<file path="src/rtl/draw_sprite_blit.sv">
// draw_sprite_blit: copies one SPR_W x SPR_H sprite from image memory into a
// frame buffer. It supports horizontal/vertical mirroring, clipping at the
// frame edges and a transparency colour key.
//
// Ports
//   clk, rst_n        rising-edge clock, asynchronous active-low reset
//   start             draw request, sampled only while idle
//   x_in, y_in        sprite top-left position in the frame
//   sprite_id         sprite index in image memory
//   flip_h, flip_v    mirror modes
//   key_en, key_color transparency colour key
//   img_mem_addr      image memory read address (data returns one cycle later)
//   img_pixel_data    image memory read data
//   frame_addr/_data  frame buffer write address / data
//   frame_we          frame buffer write enable
//   busy              high while a draw is in progress
//   rdy               one-cycle pulse when a draw completes
//
// Timing: the pixel fetched in cycle k is written in cycle k+1. frame_we and
// frame_data follow img_pixel_data combinationally so that the write lands in
// the same cycle the memory data arrives.
module draw_sprite_blit #(
  parameter int unsigned FRAME_W = 320,
  parameter int unsigned FRAME_H = 240,
  parameter int unsigned SPR_W   = 16,
  parameter int unsigned SPR_H   = 16,
  parameter int unsigned ID_W    = 6,
  parameter int unsigned PIX_W   = 24
) (
  input  logic                                   clk,
  input  logic                                   rst_n,
  input  logic                                   start,
  input  logic [8:0]                             x_in,
  input  logic [7:0]                             y_in,
  input  logic [ID_W-1:0]                        sprite_id,
  input  logic                                   flip_h,
  input  logic                                   flip_v,
  input  logic                                   key_en,
  input  logic [PIX_W-1:0]                       key_color,
  output logic [ID_W+$clog2(SPR_W*SPR_H)-1:0]    img_mem_addr,
  input  logic [PIX_W-1:0]                       img_pixel_data,
  output logic [16:0]                            frame_addr,
  output logic [PIX_W-1:0]                       frame_data,
  output logic                                   frame_we,
  output logic                                   busy,
  output logic                                   rdy
);

  localparam int unsigned COL_W  = $clog2(SPR_W);
  localparam int unsigned ROW_W  = $clog2(SPR_H);
  localparam int unsigned AW     = ID_W + ROW_W + COL_W;
  localparam int unsigned SUM_W  = 10;
  localparam int unsigned PROD_W = 20;
  localparam int unsigned FA_W   = 17;

  typedef enum logic [1:0] {IDLE, FETCH, FLUSH} state_e;

  state_e             state_q, state_d;
  logic [8:0]         x_q, x_d;
  logic [7:0]         y_q, y_d;
  logic [ID_W-1:0]    id_q, id_d;
  logic               fh_q, fh_d;
  logic               fv_q, fv_d;
  logic               key_en_q, key_en_d;
  logic [PIX_W-1:0]   key_q, key_d;
  logic [ROW_W-1:0]   row_q, row_d;
  logic [COL_W-1:0]   col_q, col_d;
  logic [AW-1:0]      mem_addr_q, mem_addr_d;
  logic [FA_W-1:0]    fa_q, fa_d;
  logic               wr_vld_q, wr_vld_d;
  logic               in_frame_q, in_frame_d;
  logic               busy_q, busy_d;
  logic               rdy_q, rdy_d;

  // Mirrored source address; power-of-two sprite sizes make N-1-i equal to ~i.
  function automatic logic [AW-1:0] src_addr(input logic [ID_W-1:0]  id,
                                             input logic             fh,
                                             input logic             fv,
                                             input logic [ROW_W-1:0] row,
                                             input logic [COL_W-1:0] col);
    logic [ROW_W-1:0] srow;
    logic [COL_W-1:0] scol;
    srow = fv ? ~row : row;
    scol = fh ? ~col : col;
    return {id, srow, scol};
  endfunction

  // Destination of the pixel currently on the fetch address; sums are 10 bits
  // wide so positions past the frame edge cannot wrap back inside it.
  logic [SUM_W-1:0]  dx_c, dy_c;
  logic [PROD_W-1:0] lin_c;
  logic              in_frame_c;
  logic              last_c;

  assign dx_c       = SUM_W'(x_q) + SUM_W'(col_q);
  assign dy_c       = SUM_W'(y_q) + SUM_W'(row_q);
  assign lin_c      = PROD_W'(dy_c) * PROD_W'(FRAME_W) + PROD_W'(dx_c);
  assign in_frame_c = (32'(dx_c) < FRAME_W) && (32'(dy_c) < FRAME_H);
  assign last_c     = (row_q == ROW_W'(SPR_H - 1)) && (col_q == COL_W'(SPR_W - 1));

  // State register and all datapath registers.
  always_ff @(posedge clk or negedge rst_n) begin
    if (!rst_n) begin
      state_q    <= IDLE;
      x_q        <= '0;
      y_q        <= '0;
      id_q       <= '0;
      fh_q       <= 1'b0;
      fv_q       <= 1'b0;
      key_en_q   <= 1'b0;
      key_q      <= '0;
      row_q      <= '0;
      col_q      <= '0;
      mem_addr_q <= '0;
      fa_q       <= '0;
      wr_vld_q   <= 1'b0;
      in_frame_q <= 1'b0;
      busy_q     <= 1'b0;
      rdy_q      <= 1'b0;
    end else begin
      state_q    <= state_d;
      x_q        <= x_d;
      y_q        <= y_d;
      id_q       <= id_d;
      fh_q       <= fh_d;
      fv_q       <= fv_d;
      key_en_q   <= key_en_d;
      key_q      <= key_d;
      row_q      <= row_d;
      col_q      <= col_d;
      mem_addr_q <= mem_addr_d;
      fa_q       <= fa_d;
      wr_vld_q   <= wr_vld_d;
      in_frame_q <= in_frame_d;
      busy_q     <= busy_d;
      rdy_q      <= rdy_d;
    end
  end

  // Next-state and datapath control.
  always_comb begin
    state_d    = state_q;
    x_d        = x_q;
    y_d        = y_q;
    id_d       = id_q;
    fh_d       = fh_q;
    fv_d       = fv_q;
    key_en_d   = key_en_q;
    key_d      = key_q;
    row_d      = row_q;
    col_d      = col_q;
    mem_addr_d = '0;
    fa_d       = '0;
    wr_vld_d   = 1'b0;
    in_frame_d = 1'b0;
    rdy_d      = 1'b0;

    case (state_q)
      IDLE: begin
        if (start) begin
          state_d  = FETCH;
          x_d      = x_in;
          y_d      = y_in;
          id_d     = sprite_id;
          fh_d     = flip_h;
          fv_d     = flip_v;
          key_en_d = key_en;
          key_d    = key_color;
          row_d    = '0;
          col_d    = '0;
        end
      end
      FETCH: begin
        // Queue the write for the pixel fetched this cycle.
        fa_d       = FA_W'(lin_c);
        in_frame_d = in_frame_c;
        wr_vld_d   = 1'b1;
        if (last_c) begin
          state_d = FLUSH;
        end else begin
          col_d = col_q + COL_W'(1);
          if (col_q == COL_W'(SPR_W - 1)) begin
            row_d = row_q + ROW_W'(1);
          end
        end
      end
      FLUSH: begin
        state_d = IDLE;
        rdy_d   = 1'b1;
      end
      default: begin
        state_d = IDLE;
      end
    endcase

    // Fetch address for the next cycle, built from the values being latched.
    if (state_d == FETCH) begin
      mem_addr_d = src_addr(id_d, fh_d, fv_d, row_d, col_d);
    end

    busy_d = (state_d != IDLE);
  end

  assign img_mem_addr = mem_addr_q;
  assign frame_addr   = fa_q;
  assign busy         = busy_q;
  assign rdy          = rdy_q;

  // Write qualifiers: clipped and colour-keyed pixels still take their slot.
  assign frame_we   = wr_vld_q & in_frame_q & ~(key_en_q & (img_pixel_data == key_q));
  assign frame_data = wr_vld_q ? img_pixel_data : '0;

endmodule

</file>
<file path="config.mk">
export PLATFORM = sky130hd
export DESIGN_NAME = draw_sprite_blit
export DESIGN_NICKNAME = d
export VERILOG_FILES = /design/src/rtl/draw_sprite_blit.sv
export SDC_FILE = /design/constraint.sdc
export NUM_CORES = 1
export LEC_CHECK = 0
export CAP_MARGIN = 20
export CORE_ASPECT_RATIO = 1.25
export CORE_MARGIN = 2
export CORE_UTILIZATION = 41
export DETAILED_ROUTE_END_ITERATION = 8
export PLACE_DENSITY = 0.72
export RECOVER_POWER = 25
export SETUP_SLACK_MARGIN = 0.15
export SYNTH_ARGS = -nofsm -noshare
export SYNTH_HDL_FRONTEND = slang
export SYNTH_SLANG_ARGS = --single-unit
</file>
<file path="constraint.sdc">
create_clock -name clk -period 3.6 [get_ports clk]
set_clock_uncertainty 0.15 [all_clocks]
set_input_delay 0.72 -clock clk [delete_from_list [all_inputs] [get_ports clk]]
set_output_delay 0.72 -clock clk [all_outputs]
set_load 0.1 [all_outputs]
</file>
Yosys cells after proc, flatten, opt, wreduce, memory -nomap -nowiden

Index checks and enable logic that the tools add are counted.

Output and inout port bits: 58
Flip-flop bits (word level): 95

Reduce and logical (&&, ||, !) cells: 5
Add/sub/neg operators: 5
Bitwise gates (word level): 6
Magnitude comparators: 2
Eq/ne operators: 6
$mul: 1
Multiplexer cells: 24

Operator list:

| kind                                                | count |
|---|---|
| two-way mux 4 bit                                   | 7 |
| equality test 24 bit                                | 1 |
| two-way mux 24 bit                                  | 1 |
| adder 17 x 10 -> 17 bit                             | 1 |
| two-way mux 17 bit                                  | 1 |
| one-hot mux 4 bit (2 select lines)                  | 2 |
| two-way mux 14 bit                                  | 1 |
| two-way mux 6 bit                                   | 2 |
| multiplier 9 x 3 -> 11 bit, second input constant   | 1 |
| adder 9 x 4 -> 10 bit                               | 1 |
| < comparator 10 x 9 -> 1 bit, second input constant | 1 |
| adder 8 x 4 -> 9 bit                                | 1 |
| < comparator 9 x 8 -> 1 bit, second input constant  | 1 |
| adder 4 x 1 -> 4 bit, second input constant         | 2 |
| equality test 4 bit, second input constant          | 2 |
| NOT 4 bit                                           | 2 |
| two-way mux 1 bit                                   | 7 |
| equality test 2 x 1 -> 1 bit, second input constant | 2 |
| two-way mux 2 bit                                   | 2 |
| one-hot mux 2 bit (2 select lines)                  | 1 |
| bitwise AND 1 bit                                   | 3 |
| equality test 2 bit, second input constant          | 1 |
| logical AND 1 bit                                   | 2 |
| zero test 2 bit                                     | 1 |
| 3 further kinds                                     | 3 |

Logic depth before layout (Yosys ltp)

Depth after elaboration: 7
Depth in mapped cells: 15
Mapped depth without buffers: 15

Least setup slack after synthesis

OpenSTA, ideal clock, no wires.

Kind: register -> register
From: register row_q[0]
To: register fa_q[16], in the netlist frame_addr[16]
Path buffers: 0
Library setup time: 0.119 ns
Cell stages (with the launch flop): 16
Data arrival time: 3.666 ns
Period minus slack after synthesis: 3.935 ns
Slack: -0.335 ns
Cells stage by stage: dfrtp_1 -> ha_1 -> fa_1 -> a21o_2 -> a21oi_1 -> nor2_1 -> xor2_1 -> ha_1 -> ha_1 -> o21a_1 -> o31a_1 -> o311ai_1 -> xor2_1 -> nor3_2 -> xnor3_1 -> and2_1

Cells in the longest elaborated chain, start to end: 4

Ends and longest elaborated chain:

| what                       | RTL line | text |
|---|---|---|
| start, declared            | 66       | `logic [ROW_W-1:0] row_q, row_d;` |
| start signal, assigned     | 129      | `row_q <= row_d;` |
| adder 8 x 4 -> 9 bit       | 96       | `assign dy_c = SUM_W'(y_q) + SUM_W'(row_q);` |
| multiplier 9 x 3 -> 11 bit | 97       | `assign lin_c = PROD_W'(dy_c) * PROD_W'(FRAME_W) + PROD_W'(dx_c);` |
| adder 17 x 10 -> 17 bit    | 97       |  |
| two-way mux 17 bit         | 158      | `case (state_q)` |
| named net fa_d[16]         | 69       | `logic [FA_W-1:0] fa_q, fa_d;` |
| end signal, assigned       | 115      | `fa_q <= '0;` |
| end signal, assigned       | 132      | `fa_q <= fa_d;` |
| end, declared              | 69       |  |

The timed path passes the listed nets, and every way through them passes these cells.
A chain may end at the register's enable or synchronous reset.

Worst setup path after layout

From: register y_q[0]
To: register fa_q[16], in the netlist frame_addr[16]

Cells in the longest elaborated chain, start to end: 4

Ends and longest elaborated chain:

| what                       | RTL line | text |
|---|---|---|
| start, declared            | 60       | `logic [7:0] y_q, y_d;` |
| start signal, assigned     | 123      | `y_q <= y_d;` |
| adder 8 x 4 -> 9 bit       | 96       |  |
| multiplier 9 x 3 -> 11 bit | 97       |  |
| adder 17 x 10 -> 17 bit    | 97       |  |
| two-way mux 17 bit         | 158      |  |
| named net fa_d[16]         | 69       |  |

The timed path passes the listed nets, and every way through them passes these cells.

==> impl_metrics.env <==
export IMPL_ys_flop_type="dfrtp_1"
export IMPL_min_period_ns=3.83
export IMPL_placed_cells=848
export IMPL_crit_path_top_delay_cell="dfrtp_1"
export IMPL_die_w_um=103
export IMPL_cp_start_kind="flop"
export IMPL_setup_viol=2
export IMPL_cts_hold_buf=0
export IMPL_synth_simple_gate_area_share_pct=23.6
export IMPL_ys_warn_count=0
export IMPL_crit_top_cell="ha_4"
export IMPL_drv_cap=1
export IMPL_seqCellArea_um2=2380
export IMPL_grt_pass1_wl_um=19800
export IMPL_cts_sinks=95
export IMPL_root_buffer="clkbuf_16"
export IMPL_start_util_pct=41.6
export IMPL_finalMaxSlewViolations=46
export IMPL_wl_met3_um=846
export IMPL_met1Wirelength_um=5270
export IMPL_num_nets_final=808
export IMPL_p_leak_nw=3.51
export IMPL_power_mw=2.27
export IMPL_r2r_slack_ns=-0.23
export IMPL_yosys_area_top_type="dfrtp_1"
export IMPL_final_cells=870
export IMPL_power_density_nw_per_um2=314
export IMPL_synth_fa_ha_area_share_pct=8.32
export IMPL_clk_path_buf_depth=2
export IMPL_timing_fmax_ghz=0.261
export IMPL_criticalPathCategory="flop to flop"
export IMPL_violations="max-capacitance violations, max-slew violations, negative setup slack"
export IMPL_slowest_delay_ns=0.43
export IMPL_dp_slack_ns=-0.169
export IMPL_synth_seq_area_share_pct=47.6
export IMPL_synth_compound_area_share_pct=7.19
export IMPL_path_max_fanout=3
export IMPL_ir_drop_mv=0.210
export IMPL_hpwl_um=9260
export IMPL_cp_cell_sequence="ha_4, fa_2, a21o_2, a21oi_4, nor2_4, xor2_2, buf_4, ha_4, ha_4, nor2b_2, a221oi_2, o311ai_2, xor2_1, nor3_2, xnor3_1, and2_4"
export IMPL_clkTransAtPathRegs_ns=0.07
export IMPL_grt_pass1_vias=4276
export IMPL_muxShareOfSynthArea_pct=0.401
export IMPL_core_um2=12000
export IMPL_reg2reg_depth=16
export IMPL_firstDrtPassIters=4
export IMPL_postLayoutCoreUtil_pct=60.3
export IMPL_drive_gt1_share_pct=20.1
export IMPL_synth_edf_count=0
export IMPL_hp_class="flop to flop"
export IMPL_synthCells=540
export IMPL_nFillCells=1053
export IMPL_highest_layer="met4"
export IMPL_cts_inserted_buffers=9
export IMPL_routabilityCongestion=0.831
export IMPL_hold_violations=0
export IMPL_r2r_start="y_q[0]"
export IMPL_end_kind="flop"
export IMPL_ant_nets=0
export IMPL_hold_depth=1
export IMPL_cp_arrival_ns=3.92
export IMPL_overflow=0
export IMPL_die_y_um=127
export IMPL_dieArea_um2=13100
export IMPL_finalWorstSetupSlack_ns=-0.229
export IMPL_wl_met2_um=6490
export IMPL_finalWirelength_um=12800
export IMPL_period_share_pct=106
export IMPL_status="complete, but fails checks"
export IMPL_vias=4199
export IMPL_io_pins=135
export IMPL_grt_max_degree=52
export IMPL_clk_latency_ns=0.34
export IMPL_rows=45
export IMPL_gr_usage_all_layers_pct=19.4
export IMPL_synth_top_family_by_area="simple AND/OR/NAND/NOR gates"
export IMPL_cp_required_ns=3.69
export IMPL_antenna_cells=0
export IMPL_netlist_area_um2=4990
export IMPL_synth_top_cell_area_share_pct=47.6
export IMPL_startpoint="y_q[0]"
export IMPL_ys_ff_latch=95
export IMPL_worst_pin_slew_ns=2.33
export IMPL_viasPerCell=4.83
export IMPL_syn_avg_cell_area_um2=9.24
export IMPL_drt_iter0_markers=141
export IMPL_synthXorXnorAreaFrac_pct=10.3
export IMPL_cts_tree="yes"
export IMPL_tns_ns=-0.294
export IMPL_wl_per_cell_um=14.7
export IMPL_drcViolationCount=0
export IMPL_async_flop_share_pct=100
export IMPL_cts_htree_levels=3
export IMPL_multi_input_area_um2=2780
export IMPL_rsz0062_at_grt="yes"
export IMPL_io_buffers=134
export IMPL_holdCritStartpoint="state_q[0]"
export IMPL_synth_area_top_cells="dfrtp_1, nand2_1, ha_1"
export IMPL_slew_headroom_pct=-55.2
export IMPL_area_delta_synth_final_pct=44.8
export IMPL_antenna_found_initial=0
export IMPL_yosysUniqueCellTypes=48
export IMPL_synth_fp_nets=647
-- final timing paths --
path	endpoint
worst max-delay path	frame_addr[16]
worst min-delay path	rdy
worst max register to register	frame_addr[16]
worst min register to register	rdy
max in group asynchronous	img_mem_addr[4]
min in group asynchronous	id_q[2]
-- critical path, delay by kind of cell, from the launching register on --
| family | cells | cell delay (ns) |
|---|---|---|
| adder cells (fa/ha/maj) | 4 | 0.97 |
| AO/OA/AOI/OAI | 4 | 0.81 |
| AND/OR/NAND/NOR | 4 | 0.61 |
| XOR/XNOR | 3 | 0.60 |
| flip-flops | 1 | 0.43 |
| buffers and inverters | 1 | 0.16 |
-- layout by cell type, fill, tap and decap left out, types with 8 or more instances in the layout --
cell	count
clkbuf_16	9
inv_1	14
nand2_1	154
ha_1	17
nand3_1	11
clkdlybuf4s50_1	92
dfrtp_1	95
xnor2_1	25
xor2_1	26
and2_1	31
buf_4	73
nor2_1	30
ha_4	8
a21oi_1	12
o21ai_0	10
-- sequential cells by signal, summed over array words and instances (netlist names), 2 cells and up --
register,flops
frame_addr,17
key_q,24
row_q,4
img_mem_addr,14
state_q,2
id_q,6
col_q,4
x_q,9
y_q,8
-- Yosys cell counts, types with 2 or more instances --
| library cell | n |
|---|---|
| nand2_1 | 155 |
| dfrtp_1 | 95 |
| nor2_1 | 34 |
| and2_1 | 33 |
| xnor2_1 | 29 |
| xor2_1 | 27 |
| ha_1 | 26 |
| clkbuf_1 | 18 |
| a21oi_1 | 17 |
| inv_1 | 15 |
| o21ai_0 | 12 |
| nand3_1 | 11 |
| a21o_1 | 7 |
| nor2b_1 | 6 |
| nand4_1 | 5 |
| fa_1 | 4 |
| a211oi_1 | 3 |
| nand2b_1 | 3 |
| nor3_1 | 3 |
| nor3b_1 | 3 |
| nor4_1 | 3 |
| o211ai_1 | 3 |
| and3_1 | 2 |
| mux2i_1 | 2 |
-- cell type report --
type	instances	area share, %
well taps	164	2.84
clock buffers	9	3.12
inverters	16	0.831
clock inverters	7	1.00
flip-flops and latches	95	32.9
repair buffers	169	20.9
multi-input cells	410	38.4
-- cell families (layout without fill, tap and decap cells) --
| logic type | after synthesis | count (layout) |
|---|---|---|
| fa+ha+maj | 31 | 31 |
| flops | 95 | 95 |
| xor+xnor | 57 | 57 |
| buf+inv | 35 | 201 |
| simple gates | 264 | 264 |
| mux | 2 | 2 |
| compound gates | 56 | 56 |
-- what timing repair did --
action	4_1_cts	5_1_grt
buffers inserted	1	5
pin swaps	8	26
endpoints found under the setup margin	4	7
gates resized for setup	6	30
-- metal layers --
metal / vias up / global-route usage, %
met2: 134 / 34.3
met5: - / 0
met4: 0 / 5.25
met3: 17 / 4.16
met1: 1969 / 23.6
li1: 2079 / -
-- metrics by stage --
stage                     hold slack, ns  instance area [um^2]
after floorplan                    0.274                  5080
after global placement             0.301                  6700
after detailed placement           0.314                  6700
after CTS                          0.220                  7040
after global routing               0.349                  7230
final                              0.325                  7230
-- power breakdown --
part | internal [mW] | total (mW) | switching (mW)
Combinational | 0.104 | 0.260 | 0.156
Clock | 0.490 | 0.942 | 0.451
Sequential | 1.07 | 1.07 | 0
No activity file was read; power rests on OpenSTA's default activity.
